File: config.mk
export PLATFORM = sky130hd
export DESIGN_NAME = pll_reset_sequencer_flat
export DESIGN_NICKNAME = d
export VERILOG_FILES = /design/src/rtl/pll_reset_sequencer_pkg.sv /design/src/rtl/pll_reset_sequencer_if.sv /design/src/rtl/pll_reset_sequencer_sync_2ff.sv /design/src/rtl/pll_reset_sequencer.sv /design/src/flat_wrapper.sv
export SDC_FILE = /design/constraint.sdc
export NUM_CORES = 1
export LEC_CHECK = 0
export BUFFER_PORTS_ARGS = -buffer_cell sky130_fd_sc_hd__buf_2
export CAP_MARGIN = 30
export CORE_AREA = 4 4 76 61
export CTS_BUF_LIST = sky130_fd_sc_hd__clkbuf_8
export DETAILED_ROUTE_END_ITERATION = 7
export DIE_AREA = 0 0 80 65
export PLACE_DENSITY = 0.85
export SLEW_MARGIN = 25
export SYNTH_ARGS = -nofsm -noshare
export SYNTH_HDL_FRONTEND = slang
export SYNTH_HIERARCHICAL = 1
export SYNTH_SLANG_ARGS = --single-unit
File: constraint.sdc
create_clock -name refclk -period 3.33 [get_ports refclk]
set_input_delay 0.333 -clock refclk [delete_from_list [all_inputs] [get_ports refclk]]
set_output_delay 0.333 -clock refclk [all_outputs]
set_load 0.01 [all_outputs]
File: src/rtl/pll_reset_sequencer_pkg.sv
// Shared types and defaults for the PLL reset sequencer.
// Holds the state encoding (also exported on the debug state port),
// default parameter values and small width helpers.
package pll_reset_sequencer_pkg;

    localparam int unsigned STATE_W   = 3;
    localparam int unsigned LOL_CNT_W = 8;

    typedef enum logic [STATE_W-1:0] {
        ST_RESET     = 3'd0,
        ST_WAIT_LOCK = 3'd1,
        ST_STABLE    = 3'd2,
        ST_RELEASE   = 3'd3,
        ST_RUN       = 3'd4,
        ST_FAULT     = 3'd5
    } pll_seq_state_t;

    localparam int unsigned DEF_RST_HOLD_CYCLES     = 16;
    localparam int unsigned DEF_LOCK_STABLE_CYCLES  = 256;
    localparam int unsigned DEF_LOCK_TIMEOUT_CYCLES = 100000;
    localparam int unsigned DEF_MAX_RETRIES         = 3;
    localparam int unsigned DEF_NUM_DOMAINS         = 6;
    localparam int unsigned DEF_STAGGER_CYCLES      = 4;

    // Depth of the pll_locked synchronizer.
    localparam int unsigned lock_sync_stages = 2;

    // Width of the retry counter; never narrower than one bit.
    function automatic int unsigned retry_width(input int unsigned max_retries);
        return (max_retries < 1) ? 1 : $clog2(max_retries + 1);
    endfunction

    function automatic int unsigned max2(input int unsigned a, input int unsigned b);
        return (a > b) ? a : b;
    endfunction

endpackage

File: src/rtl/pll_reset_sequencer_if.sv
// Control/status bundle between the PLL reset sequencer and its surroundings.
//   master: sequencer side (drives pll_rst, dom_rst and status; reads restart, pll_locked)
//   slave : system side (drives restart, pll_locked; reads everything else)
interface pll_reset_sequencer_if
    import pll_reset_sequencer_pkg::*;
#(
    parameter int unsigned NUM_DOMAINS = DEF_NUM_DOMAINS,
    parameter int unsigned RETRY_W     = retry_width(DEF_MAX_RETRIES)
) ();

    logic                   restart;
    logic                   pll_locked;
    logic                   pll_rst;
    logic [NUM_DOMAINS-1:0] dom_rst;
    logic                   sys_ready;
    logic                   fault;
    logic [RETRY_W-1:0]     retry_cnt;
    logic [LOL_CNT_W-1:0]   lol_cnt;
    logic [STATE_W-1:0]     state;

    modport master (
        input  restart, pll_locked,
        output pll_rst, dom_rst, sys_ready, fault, retry_cnt, lol_cnt, state
    );

    modport slave (
        output restart, pll_locked,
        input  pll_rst, dom_rst, sys_ready, fault, retry_cnt, lol_cnt, state
    );

endinterface

File: src/rtl/pll_reset_sequencer_sync_2ff.sv
// sync_2ff: generic multi-flop bit synchronizer with synchronous active-low reset.
//   clk, rst_n : destination clock and reset
//   d          : asynchronous input bit
//   q          : synchronized output, STAGES clk edges behind d
module sync_2ff #(
    parameter int unsigned STAGES    = 2,
    parameter logic        RESET_VAL = 1'b0
) (
    input  logic clk,
    input  logic rst_n,
    input  logic d,
    output logic q
);

    logic [STAGES-1:0] sync_q;

    // Shift chain; bit 0 is the metastability-catching flop.
    always_ff @(posedge clk) begin
        if (!rst_n) begin
            sync_q <= {STAGES{RESET_VAL}};
        end else begin
            sync_q <= {sync_q[STAGES-2:0], d};
        end
    end

    assign q = sync_q[STAGES-1];

endmodule

File: src/rtl/pll_reset_sequencer.sv
// pll_reset_sequencer: brings the PLL out of reset, qualifies lock, retries
// failed lock attempts and releases downstream domain resets in staggered
// ascending order. Loss of lock re-asserts every domain reset and relocks.
//   refclk : free-running reference clock (only clock)
//   rst_n  : synchronous active-low reset
//   bus    : master modport carrying restart/pll_locked in and
//            pll_rst/dom_rst/sys_ready/fault/retry_cnt/lol_cnt/state out
module pll_reset_sequencer
    import pll_reset_sequencer_pkg::*;
#(
    parameter int unsigned RST_HOLD_CYCLES     = DEF_RST_HOLD_CYCLES,
    parameter int unsigned LOCK_STABLE_CYCLES  = DEF_LOCK_STABLE_CYCLES,
    parameter int unsigned LOCK_TIMEOUT_CYCLES = DEF_LOCK_TIMEOUT_CYCLES,
    parameter int unsigned MAX_RETRIES         = DEF_MAX_RETRIES,
    parameter int unsigned NUM_DOMAINS         = DEF_NUM_DOMAINS,
    parameter int unsigned STAGGER_CYCLES      = DEF_STAGGER_CYCLES
) (
    input  logic                  refclk,
    input  logic                  rst_n,
    pll_reset_sequencer_if.master bus
);

    localparam int unsigned RETRY_W  = retry_width(MAX_RETRIES);
    localparam int unsigned REL_SPAN = (NUM_DOMAINS - 1) * STAGGER_CYCLES;
    localparam int unsigned CNT_MAX  = max2(max2(RST_HOLD_CYCLES, LOCK_STABLE_CYCLES),
                                            max2(LOCK_TIMEOUT_CYCLES, REL_SPAN));
    localparam int unsigned CNT_W    = $clog2(CNT_MAX + 1);

    localparam logic [CNT_W-1:0]   HOLD_LAST    = CNT_W'(RST_HOLD_CYCLES - 1);
    localparam logic [CNT_W-1:0]   STABLE_LAST  = CNT_W'(LOCK_STABLE_CYCLES - 1);
    localparam logic [CNT_W-1:0]   TIMEOUT_LAST = CNT_W'(LOCK_TIMEOUT_CYCLES - 1);
    localparam logic [CNT_W-1:0]   REL_LAST     = CNT_W'(REL_SPAN);
    localparam logic [RETRY_W-1:0] RETRY_LIMIT  = RETRY_W'(MAX_RETRIES);

    pll_seq_state_t         state_q, state_d;
    logic [CNT_W-1:0]       cnt_q, cnt_d;
    logic [RETRY_W-1:0]     retry_q, retry_d;
    logic [LOL_CNT_W-1:0]   lol_q, lol_d;
    logic                   pll_rst_q, pll_rst_d;
    logic [NUM_DOMAINS-1:0] dom_rst_q, dom_rst_d;
    logic                   sys_ready_q, sys_ready_d;
    logic                   fault_q, fault_d;
    logic                   lock_s;
    logic                   lol_event;

    // Bring the asynchronous lock indication into the refclk domain.
    sync_2ff #(
        .STAGES    (lock_sync_stages),
        .RESET_VAL (1'b0)
    ) u_lock_sync (
        .clk   (refclk),
        .rst_n (rst_n),
        .d     (bus.pll_locked),
        .q     (lock_s)
    );

    // State, shared counter and all output registers.
    always_ff @(posedge refclk) begin
        if (!rst_n) begin
            state_q     <= ST_RESET;
            cnt_q       <= '0;
            retry_q     <= '0;
            lol_q       <= '0;
            pll_rst_q   <= 1'b1;
            dom_rst_q   <= '1;
            sys_ready_q <= 1'b0;
            fault_q     <= 1'b0;
        end else begin
            state_q     <= state_d;
            cnt_q       <= cnt_d;
            retry_q     <= retry_d;
            lol_q       <= lol_d;
            pll_rst_q   <= pll_rst_d;
            dom_rst_q   <= dom_rst_d;
            sys_ready_q <= sys_ready_d;
            fault_q     <= fault_d;
        end
    end

    // Next state, counter and next-output decode.
    always_comb begin
        state_d     = state_q;
        cnt_d       = cnt_q;
        retry_d     = retry_q;
        lol_d       = lol_q;
        lol_event   = 1'b0;
        pll_rst_d   = 1'b0;
        dom_rst_d   = '1;
        sys_ready_d = 1'b0;
        fault_d     = 1'b0;

        if (bus.restart) begin
            state_d = ST_RESET;
            retry_d = '0;
        end else begin
            unique case (state_q)
                ST_RESET: begin
                    if (cnt_q == HOLD_LAST) state_d = ST_WAIT_LOCK;
                end
                ST_WAIT_LOCK: begin
                    // Lock wins over a coincident timeout.
                    if (lock_s) begin
                        state_d = ST_STABLE;
                    end else if (cnt_q == TIMEOUT_LAST) begin
                        if (retry_q == RETRY_LIMIT) begin
                            state_d = ST_FAULT;
                        end else begin
                            retry_d = retry_q + RETRY_W'(1);
                            state_d = ST_RESET;
                        end
                    end
                end
                ST_STABLE: begin
                    if (!lock_s) begin
                        state_d = ST_WAIT_LOCK;
                    end else if (cnt_q == STABLE_LAST) begin
                        state_d = ST_RELEASE;
                    end
                end
                ST_RELEASE: begin
                    if (!lock_s) begin
                        lol_event = 1'b1;
                        state_d   = ST_RESET;
                    end else if (cnt_q == REL_LAST) begin
                        state_d = ST_RUN;
                        retry_d = '0;
                    end
                end
                ST_RUN: begin
                    if (!lock_s) begin
                        lol_event = 1'b1;
                        state_d   = ST_RESET;
                    end
                end
                ST_FAULT: ;
                default: state_d = ST_RESET;
            endcase
        end

        if (lol_event && (lol_q != '1)) lol_d = lol_q + LOL_CNT_W'(1);

        // Counter restarts on every state entry (a restart counts as re-entry).
        if (bus.restart || (state_d != state_q)) begin
            cnt_d = '0;
        end else if ((state_q != ST_RUN) && (state_q != ST_FAULT)) begin
            cnt_d = cnt_q + CNT_W'(1);
        end

        pll_rst_d   = (state_d == ST_RESET) || (state_d == ST_FAULT);
        sys_ready_d = (state_d == ST_RUN);
        fault_d     = (state_d == ST_FAULT);

        // In RELEASE the counter is the cycle count since entry; domain i
        // is released once that count reaches i*STAGGER_CYCLES.
        if (state_d == ST_RUN) begin
            dom_rst_d = '0;
        end else if (state_d == ST_RELEASE) begin
            for (int unsigned i = 0; i < NUM_DOMAINS; i++) begin
                dom_rst_d[i] = 32'(cnt_d) < (i * STAGGER_CYCLES);
            end
        end
    end

    assign bus.pll_rst   = pll_rst_q;
    assign bus.dom_rst   = dom_rst_q;
    assign bus.sys_ready = sys_ready_q;
    assign bus.fault     = fault_q;
    assign bus.retry_cnt = retry_q;
    assign bus.lol_cnt   = lol_q;
    assign bus.state     = state_q;

endmodule

File: src/flat_wrapper.sv
// flat-port wrapper written by rule: the top's interface ports become plain ports
module pll_reset_sequencer_flat import pll_reset_sequencer_pkg::*;
#(
    parameter int unsigned RST_HOLD_CYCLES     = DEF_RST_HOLD_CYCLES,
    parameter int unsigned LOCK_STABLE_CYCLES  = DEF_LOCK_STABLE_CYCLES,
    parameter int unsigned LOCK_TIMEOUT_CYCLES = DEF_LOCK_TIMEOUT_CYCLES,
    parameter int unsigned MAX_RETRIES         = DEF_MAX_RETRIES,
    parameter int unsigned NUM_DOMAINS         = DEF_NUM_DOMAINS,
    parameter int unsigned STAGGER_CYCLES      = DEF_STAGGER_CYCLES
)
  (refclk, rst_n, bus_restart, bus_pll_locked, bus_pll_rst, bus_dom_rst, bus_sys_ready, bus_fault, bus_retry_cnt, bus_lol_cnt, bus_state);
  pll_reset_sequencer_if #(.NUM_DOMAINS(NUM_DOMAINS), .RETRY_W(2)) bus_i ();
  input  logic refclk;
  input  logic rst_n;
  input wire logic [$bits(bus_i.restart)-1:0] bus_restart;
  input wire logic [$bits(bus_i.pll_locked)-1:0] bus_pll_locked;
  output wire logic [$bits(bus_i.pll_rst)-1:0] bus_pll_rst;
  output wire logic [$bits(bus_i.dom_rst)-1:0] bus_dom_rst;
  output wire logic [$bits(bus_i.sys_ready)-1:0] bus_sys_ready;
  output wire logic [$bits(bus_i.fault)-1:0] bus_fault;
  output wire logic [$bits(bus_i.retry_cnt)-1:0] bus_retry_cnt;
  output wire logic [$bits(bus_i.lol_cnt)-1:0] bus_lol_cnt;
  output wire logic [$bits(bus_i.state)-1:0] bus_state;
  assign bus_i.restart = bus_restart;
  assign bus_i.pll_locked = bus_pll_locked;
  assign bus_pll_rst = bus_i.pll_rst;
  assign bus_dom_rst = bus_i.dom_rst;
  assign bus_sys_ready = bus_i.sys_ready;
  assign bus_fault = bus_i.fault;
  assign bus_retry_cnt = bus_i.retry_cnt;
  assign bus_lol_cnt = bus_i.lol_cnt;
  assign bus_state = bus_i.state;
  pll_reset_sequencer #(.RST_HOLD_CYCLES(RST_HOLD_CYCLES), .LOCK_STABLE_CYCLES(LOCK_STABLE_CYCLES), .LOCK_TIMEOUT_CYCLES(LOCK_TIMEOUT_CYCLES), .MAX_RETRIES(MAX_RETRIES), .NUM_DOMAINS(NUM_DOMAINS), .STAGGER_CYCLES(STAGGER_CYCLES)) u_core (.refclk(refclk), .rst_n(rst_n), .bus(bus_i));
endmodule
==> results of run 1 <==
[layout make-up]
class / count / area, um2 / area share
clock buffer: 5 / 68.82 / 0.02813
timing repair buffer: 26 / 132.6 / 0.05422
inverter: 5 / 18.77 / 0.007673
clock inverter: 2 / 35.03 / 0.01432
sequential: 41 / 820.8 / 0.3355
tap: 55 / 68.82 / 0.02813
multi-input combinational: 192 / 1301 / 0.5320
[kinds of logic (layout without fill, tap and decap cells)]
logic type,after synthesis,count (layout)
compound gates,34,34
flops,41,41
xor+xnor,27,27
simple gates,125,125
fa+ha+maj,4,4
buf+inv,23,38
mux,2,2
[routing by layer]
metal	up-vias	routed length, um	GRT usage
met4	0	44	0.05696
met3	4	469	0.04583
met5	-	0	0
met2	84	1863	0.2707
li1	923	-	-
met1	861	2080	0.2659
[state kept, by name (all words and copies together) (netlist names)]
name	cells
u_core/bus.dom_rst	6
u_core/bus.fault	1
u_core/bus.lol_cnt	8
u_core/bus.pll_rst	1
u_core/bus.retry_cnt	2
u_core/bus.state	3
u_core/bus.sys_ready	1
u_core/cnt_q	17
u_core/u_lock_sync/sync_q	2
[stage by stage]
step,cell area [um2],util,hold slack (ps)
6_report,2446,0.6266,248.0
2_1_floorplan,2248,-,411.8
3_3_place_gp,2342,0.6000,414.6
4_1_cts,2446,0.6266,240.8
5_1_grt,2446,0.6266,237.8
3_5_place_dp,2342,0.6000,433.6
[worst min path at each step]
| stage | startpoint | to | slack, ps |
|---|---|---|---|
| floorplan | u_core/u_lock_sync/sync_q[0] | u_core/u_lock_sync/sync_q[1] | 410 |
| global placement | u_core/u_lock_sync/sync_q[0] | u_core/u_lock_sync/sync_q[1] | 410 |
| detailed placement | u_core/u_lock_sync/sync_q[0] | u_core/u_lock_sync/sync_q[1] | 430 |
| CTS | bus_pll_locked | u_core/u_lock_sync/sync_q[0] | 240 |
| global route | bus_pll_locked | u_core/u_lock_sync/sync_q[0] | 240 |
| finish | bus_pll_locked | u_core/u_lock_sync/sync_q[0] | 250 |
[worst max-delay path, cell delays in order (launching register included)]
cell      delay (ps)
dfxtp_1          400
ha_1             260
nand4_1          100
or4_1            460
nor3_2           270
o211ai_4         150
a21boi_0         180
or4_4            760
a21oi_1          180
[power by group]
group | internal [mW] | switching (mW)
registers | 0.492 | 0.00210
logic | 0.00652 | 0.0157
clock network | 0.218 | 0.161
total | 0.716 | 0.178
[synth_stat cells, types with 7 or more instances]
cell       n  share of area
a21oi_1    7          0.016
a31oi_1    7          0.019
and2_1    12          0.033
buf_2      7          0.016
clkbuf_1   8          0.013
dfxtp_1   41           0.37
nand2_1   19          0.032
nand3_1   11          0.024
nand4_1    9          0.025
nor2_1    22          0.037
nor2_4     9          0.045
nor3_1     8          0.018
or4_1      7          0.023
xnor2_1   14          0.055
xor2_1    13          0.051
==> run_results.csv, run 1 <==
group,metric,value,unit
synth,synth-edff-count,0,
floorplanning,die_w,80,um
global_route,grt_start_max_net_pins,18,
worst_hold_path,hp-class,"in -> reg",
timing,worst_slew_pin_slew,833.6,ps
placement,dp_slack,526.9,ps
global_route,overflow,0,
placement,hpwl,3299,um
floorplanning,dieArea,0.005200,mm2
cells_and_area,nets,279,
clock_network,max-clock-path-buffers,2,
route,drcViolationCount,0,
global_route,grt_pass1_vias,1695,
run_status,outcome,"completed",
synth,syn-num-nets,264,
power_and_ir_drop,power.total,0.8949,mW
timing,setup_violations,0,
setup_path,cp-start-kind,"flip-flop",
synth,synth_compound_area_frac,0.1085,
cells_and_area,fill_cells,347,
worst_hold_path,min_path_cells,2,
synth,yosysSeqAreaShare,0.3651,
floorplanning,design.core.area,0.003904,mm2
route,routedWlPerCell,13.68,um
timing,fin_skew,2.977,ps
setup_path,crit_type,"reg -> reg",
clock_network,path_clk_slew,70,ps
setup_path,r2r_cells,8,
route,drtPass1Iterations,4,
setup_path,r2r_setup_slack,490,ps
timing,setup-tns-final,0,ps
floorplanning,io_pins,26,
clock_network,clock_latency,290,ps
synth,synth_xor_area_frac,0.1052,
global_route,antenna_found_initial,0,
setup_path,r2r-start,"u_core/cnt_q[1]",
global_route,grt_use_total,0.1849,
setup_path,reg2reg_to,"u_core/cnt_q[1]",
synth,synth.area.mux_share,0.009460,
timing,relSlewSlack,0.4392,
setup_path,cp.arrival,3060,ps
floorplanning,dieHeight,65,um
timing,rsz0062_at_grt,"no",
synth,yosys.area_share.simple,0.3333,
clock_network,cts_setup_buffers,0,
placement,portBuffers,25,
synth,synth_top_family_by_area,"simple AND/OR/NAND/NOR gates",
cells_and_area,drive_gt1_frac,0.1993,
clock_network,cts_sinks,41,
timing,setup_ws,489.0,ps
synth,synthFlopType,"dfxtp_1",
route,vias,1872,
floorplanning,rows,20,
clock_network,h-tree-depth,2,
route,via_per_inst,5.742,
clock_network,numCtsBuffers,5,
setup_path,path_max_fanout,17,
placement,place.gp.congestion,0.9722,
clock_network,cts_resized,0,
route,wl,4459,um
cells_and_area,area_growth,8.793,%
synth,synth_cell_type_count,51,
placement,dp.cells,319,
setup_path,crit_start,"u_core/cnt_q[1]",
power_and_ir_drop,irDropWorstVdd,273.9,uV
timing,final.period_utilization,0.8531,
timing,final_max_slew_viol_count,0,
clock_network,hold_buffers,0,
synth,yosys_register_bits,41,
synth,syn-cell-area,0.002248,mm2
synth,async_flop_share,0,
cells_and_area,final_cell_mix,"41 x dfxtp_1, 25 x buf_2, 22 x nor2_1, 19 x nand2_1, 14 x xnor2_1",
clock_network,clk_root_buffer_cell,"clkbuf_8",
setup_path,crit_path_end,"u_core/cnt_q[1]",
route,ant_nets,0,
setup_path,end_kind,"flip-flop",
job,max_cap_violations,0,
synth,synthAdderAreaFrac,0.02226,
route,drtIter0Drc,207,
synth,synth_cells,256,
timing,hold_viol_final,0,
cells_and_area,finalNonFillerCells,326,
power_and_ir_drop,power.density,365.8,mW/mm2
synth,ys_warn_count,6,
cells_and_area,antenna_cells,0,
synth,synth_area_per_cell,8.783,um2
cells_and_area,final_common_cell,"dfxtp_1",
timing,period_needed,2841,ps
power_and_ir_drop,p_leak,0.9117,nW
floorplanning,start_util,0.5760,
clock_network,cts_tree,"done",
timing,max_freq,352.0,MHz
setup_path,cp.required,3550,ps
global_route,grt_pass1_wl,7679,um
No activity file was read; power rests on OpenSTA's default activity.
==> inputs of run 2 (changes only) <==
--- a/config.mk
+++ b/config.mk
@@ -12,4 +12,5 @@
 export DETAILED_ROUTE_END_ITERATION = 7
 export DIE_AREA = 0 0 80 65
+export GPL_TIMING_DRIVEN = 0
 export PLACE_DENSITY = 0.85
 export SLEW_MARGIN = 25
==> constraint.sdc (replaced) <==
create_clock -name refclk -period 3.33 [get_ports refclk]
set_input_delay 0.666 -clock refclk [delete_from_list [all_inputs] [get_ports refclk]]
set_output_delay 0.666 -clock refclk [all_outputs]
set_load 0.01 [all_outputs]
==> run_results.csv, run 2 (synthesized netlist as in run 1, its figures left out) <==
group,metric,value,unit
power_and_ir_drop,clkPwrFrac,0.443,
timing,setup-tns-final,0,ps
power_and_ir_drop,power.density,365.3,mW/mm2
clock_network,cts_setup_buffers,0,
placement,dp.cells,336,
cells_and_area,final_core_util,0.6564,
setup_path,cp.required,3540,ps
setup_path,end_kind,"flip-flop",
floorplanning,start_util,0.5760,
setup_path,crit_path_top_delay_cell,"nor4_1",
setup_path,cpMostUsedCell,"a31oi_1",
timing,setup_violations,0,
power_and_ir_drop,p_seq_frac,0.528,
timing,final_max_slew_viol_count,0,
timing,rsz0062_at_grt,"no",
cells_and_area,finalNonFillerCells,344,
power_and_ir_drop,swShare,0.2031,
setup_path,crit_cells,8,
cells_and_area,nets,296,
setup_path,worst_path_largest_cell_delay,690,ps
setup_path,crit_type,"reg -> reg",
clock_network,numCtsBuffers,5,
floorplanning,dieArea,0.005200,mm2
setup_path,cp-start-kind,"flip-flop",
worst_hold_path,min_path_cells,1,
route,via_per_inst,5.689,
global_route,grt_pass1_vias,1731,
power_and_ir_drop,p_leak,0.9805,nW
timing,max_freq,335.1,MHz
route,wl,4717,um
cells_and_area,fill_cells,336,
clock_network,cts_resized,0,
floorplanning,die_w,80,um
cells_and_area,final_common_cell,"dfxtp_1",
route,routedWlPerCell,13.71,um
global_route,antenna_found_initial,0,
cells_and_area,top_register,"u_core/cnt_q",
floorplanning,design.core.area,0.003904,mm2
route,vias,1957,
global_route,grt_start_max_net_pins,14,
cells_and_area,antenna_cells,0,
cells_and_area,area_growth,13.97,%
clock_network,h-tree-depth,2,
timing,fin_skew,3.057,ps
power_and_ir_drop,combPwrFrac,0.029,
route,drcViolationCount,0,
placement,portBuffers,25,
cells_and_area,final_cell_mix,"41 x dfxtp_1, 32 x buf_2, 22 x nor2_1, 19 x nand2_1, 14 x xnor2_1",
floorplanning,dieHeight,65,um
route,drtPass1Iterations,4,
cells_and_area,drive_gt1_frac,0.2215,
setup_path,critPathBufInv,2,
setup_path,r2r_cells,8,
clock_network,cts_sinks,41,
clock_network,hold_buffers,0,
job,max_cap_violations,0,
run_status,outcome,"completed",
worst_hold_path,hp-class,"reg -> reg",
timing,worst_slew_pin_slew,764.1,ps
clock_network,cts_tree,"done",
power_and_ir_drop,p_int,0.7459,mW
timing,period_needed,2985,ps
clock_network,max-clock-path-buffers,2,
global_route,grt_use_total,0.1901,
timing,final.period_utilization,0.8963,
placement,hpwl,3495,um
global_route,overflow,0,
power_and_ir_drop,irDropWorstVdd,230.3,uV
setup_path,crit_chain,"clkbuf_1 > nor2b_1 > buf_2 > nor4_1 > a31oi_1 > a2111oi_0 > a31oi_1 > a311oi_1",
floorplanning,rows,20,
power_and_ir_drop,p_sw,0.1901,mW
clock_network,path_clk_slew,80,ps
placement,place.gp.congestion,0.9034,
route,drtIter0Drc,218,
timing,relSlewSlack,0.4867,
setup_path,cpLargestDelayFamily,"compound AO/OA/AOI/OAI gates",
setup_path,path_max_fanout,9,
floorplanning,io_pins,26,
route,ant_nets,0,
global_route,grt_pass1_wl,7783,um
setup_path,cp.arrival,3190,ps
timing,hold_viol_final,0,
clock_network,clock_latency,290,ps
cells_and_area,largest_register_ffs,17,
clock_network,clk_root_buffer_cell,"clkbuf_8",
==> run 2: changes by cell type in the layout (fill, tap and decap cells not counted) <==
cell | previous run | this run
clkbuf_8 | 5 | 6
buf_2 | 25 | 32
buf_4 | 1 | 0
clkbuf_1 | 0 | 8
clkinvlp_4 | 0 | 1
clkinv_2 | 1 | 0
buf_6 | 0 | 2
buf_12 | 0 | 1
==> run 2: power groups by stage <==
stage / clock [mW] / sequential [mW] / combinational, mW
floorplan: 0 / 0.505 / 0.0195
global placement: 0 / 0.505 / 0.0264
detailed placement: 0 / 0.506 / 0.0267
CTS: 0.428 / 0.494 / 0.0268
global route: 0.445 / 0.494 / 0.0296
finish: 0.415 / 0.494 / 0.0270
==> run 2: per-stage QoR <==
stage	setup WS, ps	hold slack, ps	area, um2	power (mW)
after floorplan	772.9	411.8	2248	0.5245
after global placement	391.7	416.5	2442	0.5318
after detailed placement	367.5	444.4	2442	0.5323
after CTS	351.4	463.3	2562	0.9486
after global routing	112.3	474.9	2562	0.9687
final	345.4	457.5	2562	0.9361
==> run 2: final timing paths <==
| check | endpoint | startpoint | slack (ps) |
|---|---|---|---|
| max | u_core/bus.dom_rst[3] | u_core/bus.state[2] | 350 |
| min | u_core/u_lock_sync/sync_q[1] | u_core/u_lock_sync/sync_q[0] | 460 |
| max reg2reg | u_core/bus.dom_rst[3] | u_core/bus.state[2] | 350 |
| min reg2reg | u_core/u_lock_sync/sync_q[1] | u_core/u_lock_sync/sync_q[0] | 460 |
==> run 2: worst register-to-register path, stage by stage (launching register included) <==
cell and delay, ps:
dfxtp_1 320, clkbuf_1 190, nor2b_1 180, buf_2 180
nor4_1 700, a31oi_1 220, a2111oi_0 580, a31oi_1 280
a311oi_1 250
==> run 2: per-layer routing <==
metal,wire length (um),track usage
met1,2214,0.2622
met2,2045,0.2841
met5,0,0
met3,373,0.04306
met4,84,0.08017
==> run 2: cell type report <==
type,instances,area [um2],share of cell area
clock buffers,6,82.58,0.03223
flip-flops and latches,41,820.8,0.3203
multi-input cells,192,1301,0.5078
repair buffers,25,125.1,0.04883
plain buffers,18,107.6,0.04199
inverters,5,18.77,0.007324
well taps,55,68.82,0.02686
clock inverters,2,37.54,0.01465
==> inputs of run 3 (changes only) <==
Settings changed: CORE_AREA 4 4 76 61 to 2 2 74 59, DIE_AREA 0 0 80 65 to 0 0 76 61, REMOVE_ABC_BUFFERS set to 1.
==> run_results.csv, run 3 (synthesized netlist as in run 1, its figures left out) <==
group,metric,value,unit
run_status,outcome,"completed",
clock_network,h-tree-depth,2,
route,drcViolationCount,0,
floorplanning,design.core.area,0.003879,mm2
cells_and_area,ff_latch_area,820.8,um2
global_route,grt_pass1_wl,7983,um
global_route,grt_use_total,0.2188,
floorplanning,rows,20,
power_and_ir_drop,p_int,0.7961,mW
cells_and_area,drive_gt1_frac,0.2103,
clock_network,clk_root_buffer_cell,"clkbuf_8",
cells_and_area,multi_input_area,0.001316,mm2
placement,hpwl,3258,um
placement,portBuffers,25,
power_and_ir_drop,p_seq_frac,0.501,
clock_network,clock_latency,300,ps
route,vias,1863,
cells_and_area,final_cell_mix,"41 x dfxtp_1, 25 x buf_2, 22 x nor2_1, 19 x nand2_1, 14 x xnor2_1",
route,drtIter0Drc,108,
timing,relSlewSlack,0.4709,
route,wl,4616,um
timing,final.period_utilization,0.8857,
power_and_ir_drop,combPwrFrac,0.021,
setup_path,cp.arrival,3160,ps
timing,max_freq,339.1,MHz
global_route,grt_pass1_vias,1722,
setup_path,cp-start-kind,"flip-flop",
setup_path,path_max_fanout,10,
route,routedWlPerCell,14.16,um
placement,place.gp.congestion,0.8983,
timing,fin_skew,6.146,ps
clock_network,max-clock-path-buffers,2,
power_and_ir_drop,power.density,397.2,mW/mm2
floorplanning,die_w,76,um
global_route,antenna_found_initial,0,
global_route,grt_start_max_net_pins,18,
timing,setup_violations,0,
global_route,overflow,0,
timing,worst_slew_pin_slew,791.6,ps
clock_network,numCtsBuffers,5,
clock_network,path_clk_slew,80,ps
power_and_ir_drop,irDropWorstVdd,278.4,uV
setup_path,end_kind,"flip-flop",
timing,hold_viol_final,0,
power_and_ir_drop,swShare,0.1931,
clock_network,hold_buffers,0,
cells_and_area,largest_register_ffs,17,
timing,rsz0062_at_grt,"no",
route,via_per_inst,5.715,
cells_and_area,top_register,"u_core/cnt_q",
clock_network,cts_sinks,41,
floorplanning,io_pins,26,
timing,setup-tns-final,0,ps
cells_and_area,nets,278,
power_and_ir_drop,clkPwrFrac,0.478,
cells_and_area,fill_cells,329,
cells_and_area,final_common_cell,"dfxtp_1",
power_and_ir_drop,power.total,0.9866,mW
timing,period_needed,2949,ps
route,drtPass1Iterations,4,
clock_network,cts_tree,"done",
route,ant_nets,0,
timing,final_max_slew_viol_count,0,
setup_path,cp.required,3550,ps
power_and_ir_drop,p_sw,0.1905,mW
job,max_cap_violations,0,
floorplanning,start_util,0.5797,
setup_path,crit_type,"reg -> reg",
floorplanning,dieHeight,61,um
cells_and_area,area_growth,10.46,%
worst_hold_path,hp-class,"reg -> reg",
power_and_ir_drop,p_leak,0.9206,nW
floorplanning,dieArea,0.004636,mm2
cells_and_area,antenna_cells,0,
==> run 3: cell types whose count changed in the layout (fill, tap and decap cells not counted), sizes merged <==
cell,before,now
buf,35,25
clkinv,0,1
bufinv,1,2
clkbuf,14,5
clkinvlp,1,0
==> run 3: path summary, 6_finish.rpt <==
kind / slack, ps / start / end / cells past startpoint
worst max-delay path: 380 / u_core/bus.state[2] / u_core/bus.dom_rst[3] / 6
worst min-delay path: 440 / u_core/u_lock_sync/sync_q[0] / u_core/u_lock_sync/sync_q[1] / 1
worst max register to register: 380 / u_core/bus.state[2] / u_core/bus.dom_rst[3] / 6
worst min register to register: 440 / u_core/u_lock_sync/sync_q[0] / u_core/u_lock_sync/sync_q[1] / 1
==> run 3: per-stage QoR <==
step / setup slack [ps] / hold WS (ps) / area, um2 / instances / utilization
2_1_floorplan: 806.7 / 411.8 / 2141 / 238 / -
3_3_place_gp: 148.7 / 424.7 / 2335 / 318 / 0.6019
3_5_place_dp: 83.68 / 422.8 / 2335 / 318 / 0.6019
4_1_cts: 33.40 / 444.4 / 2469 / 326 / 0.6365
5_1_grt: 139.4 / 458.8 / 2484 / 326 / 0.6403
6_report: 380.6 / 442.0 / 2484 / 326 / 0.6403
==> run 3: area by class of cell <==
class | instances | share of cell area
inverters | 5 | 0.007557
repair buffers | 25 | 0.05038
flip-flops and latches | 41 | 0.3305
multi-input cells | 192 | 0.5300
clock buffers | 5 | 0.02771
clock inverters | 3 | 0.02620
well taps | 55 | 0.02771
==> run 3: timing repair <==
| action | in CTS | in global routing |
|---|---|---|
| endpoints found under the hold margin | 0 | 0 |
| buffers inserted | 0 | 0 |
| gates resized for setup | 0 | 3 |
| endpoints found under the setup margin | 0 | 4 |
==> run 3: layer usage <==
| layer | GRT usage | up-vias | share of wire |
|---|---|---|---|
| met5 | 0 | - | 0 |
| met4 | 0.08571 | 0 | 0.021 |
| met3 | 0.05952 | 12 | 0.070 |
| met2 | 0.3597 | 64 | 0.44 |
| met1 | 0.2828 | 862 | 0.47 |
| li1 | - | 925 | - |
==> run 3: power by group through the flow <==
| stage | logic (mW) | clock network [mW] | registers, mW |
|---|---|---|---|
| finish | 0.0209 | 0.472 | 0.494 |
| global route | 0.0234 | 0.497 | 0.494 |
| CTS | 0.0209 | 0.481 | 0.494 |
| detailed placement | 0.0209 | 0 | 0.506 |
| global placement | 0.0206 | 0 | 0.506 |
| floorplan | 0.0142 | 0 | 0.505 |
==> run 3: critical path: stages, from the launching register on <==
cell and delay [ps]:
dfxtp_1 510, nor2b_2 490, nor3_1 160, or4_1 410, a2111oi_1 720, a31oi_1 310
a311oi_1 260
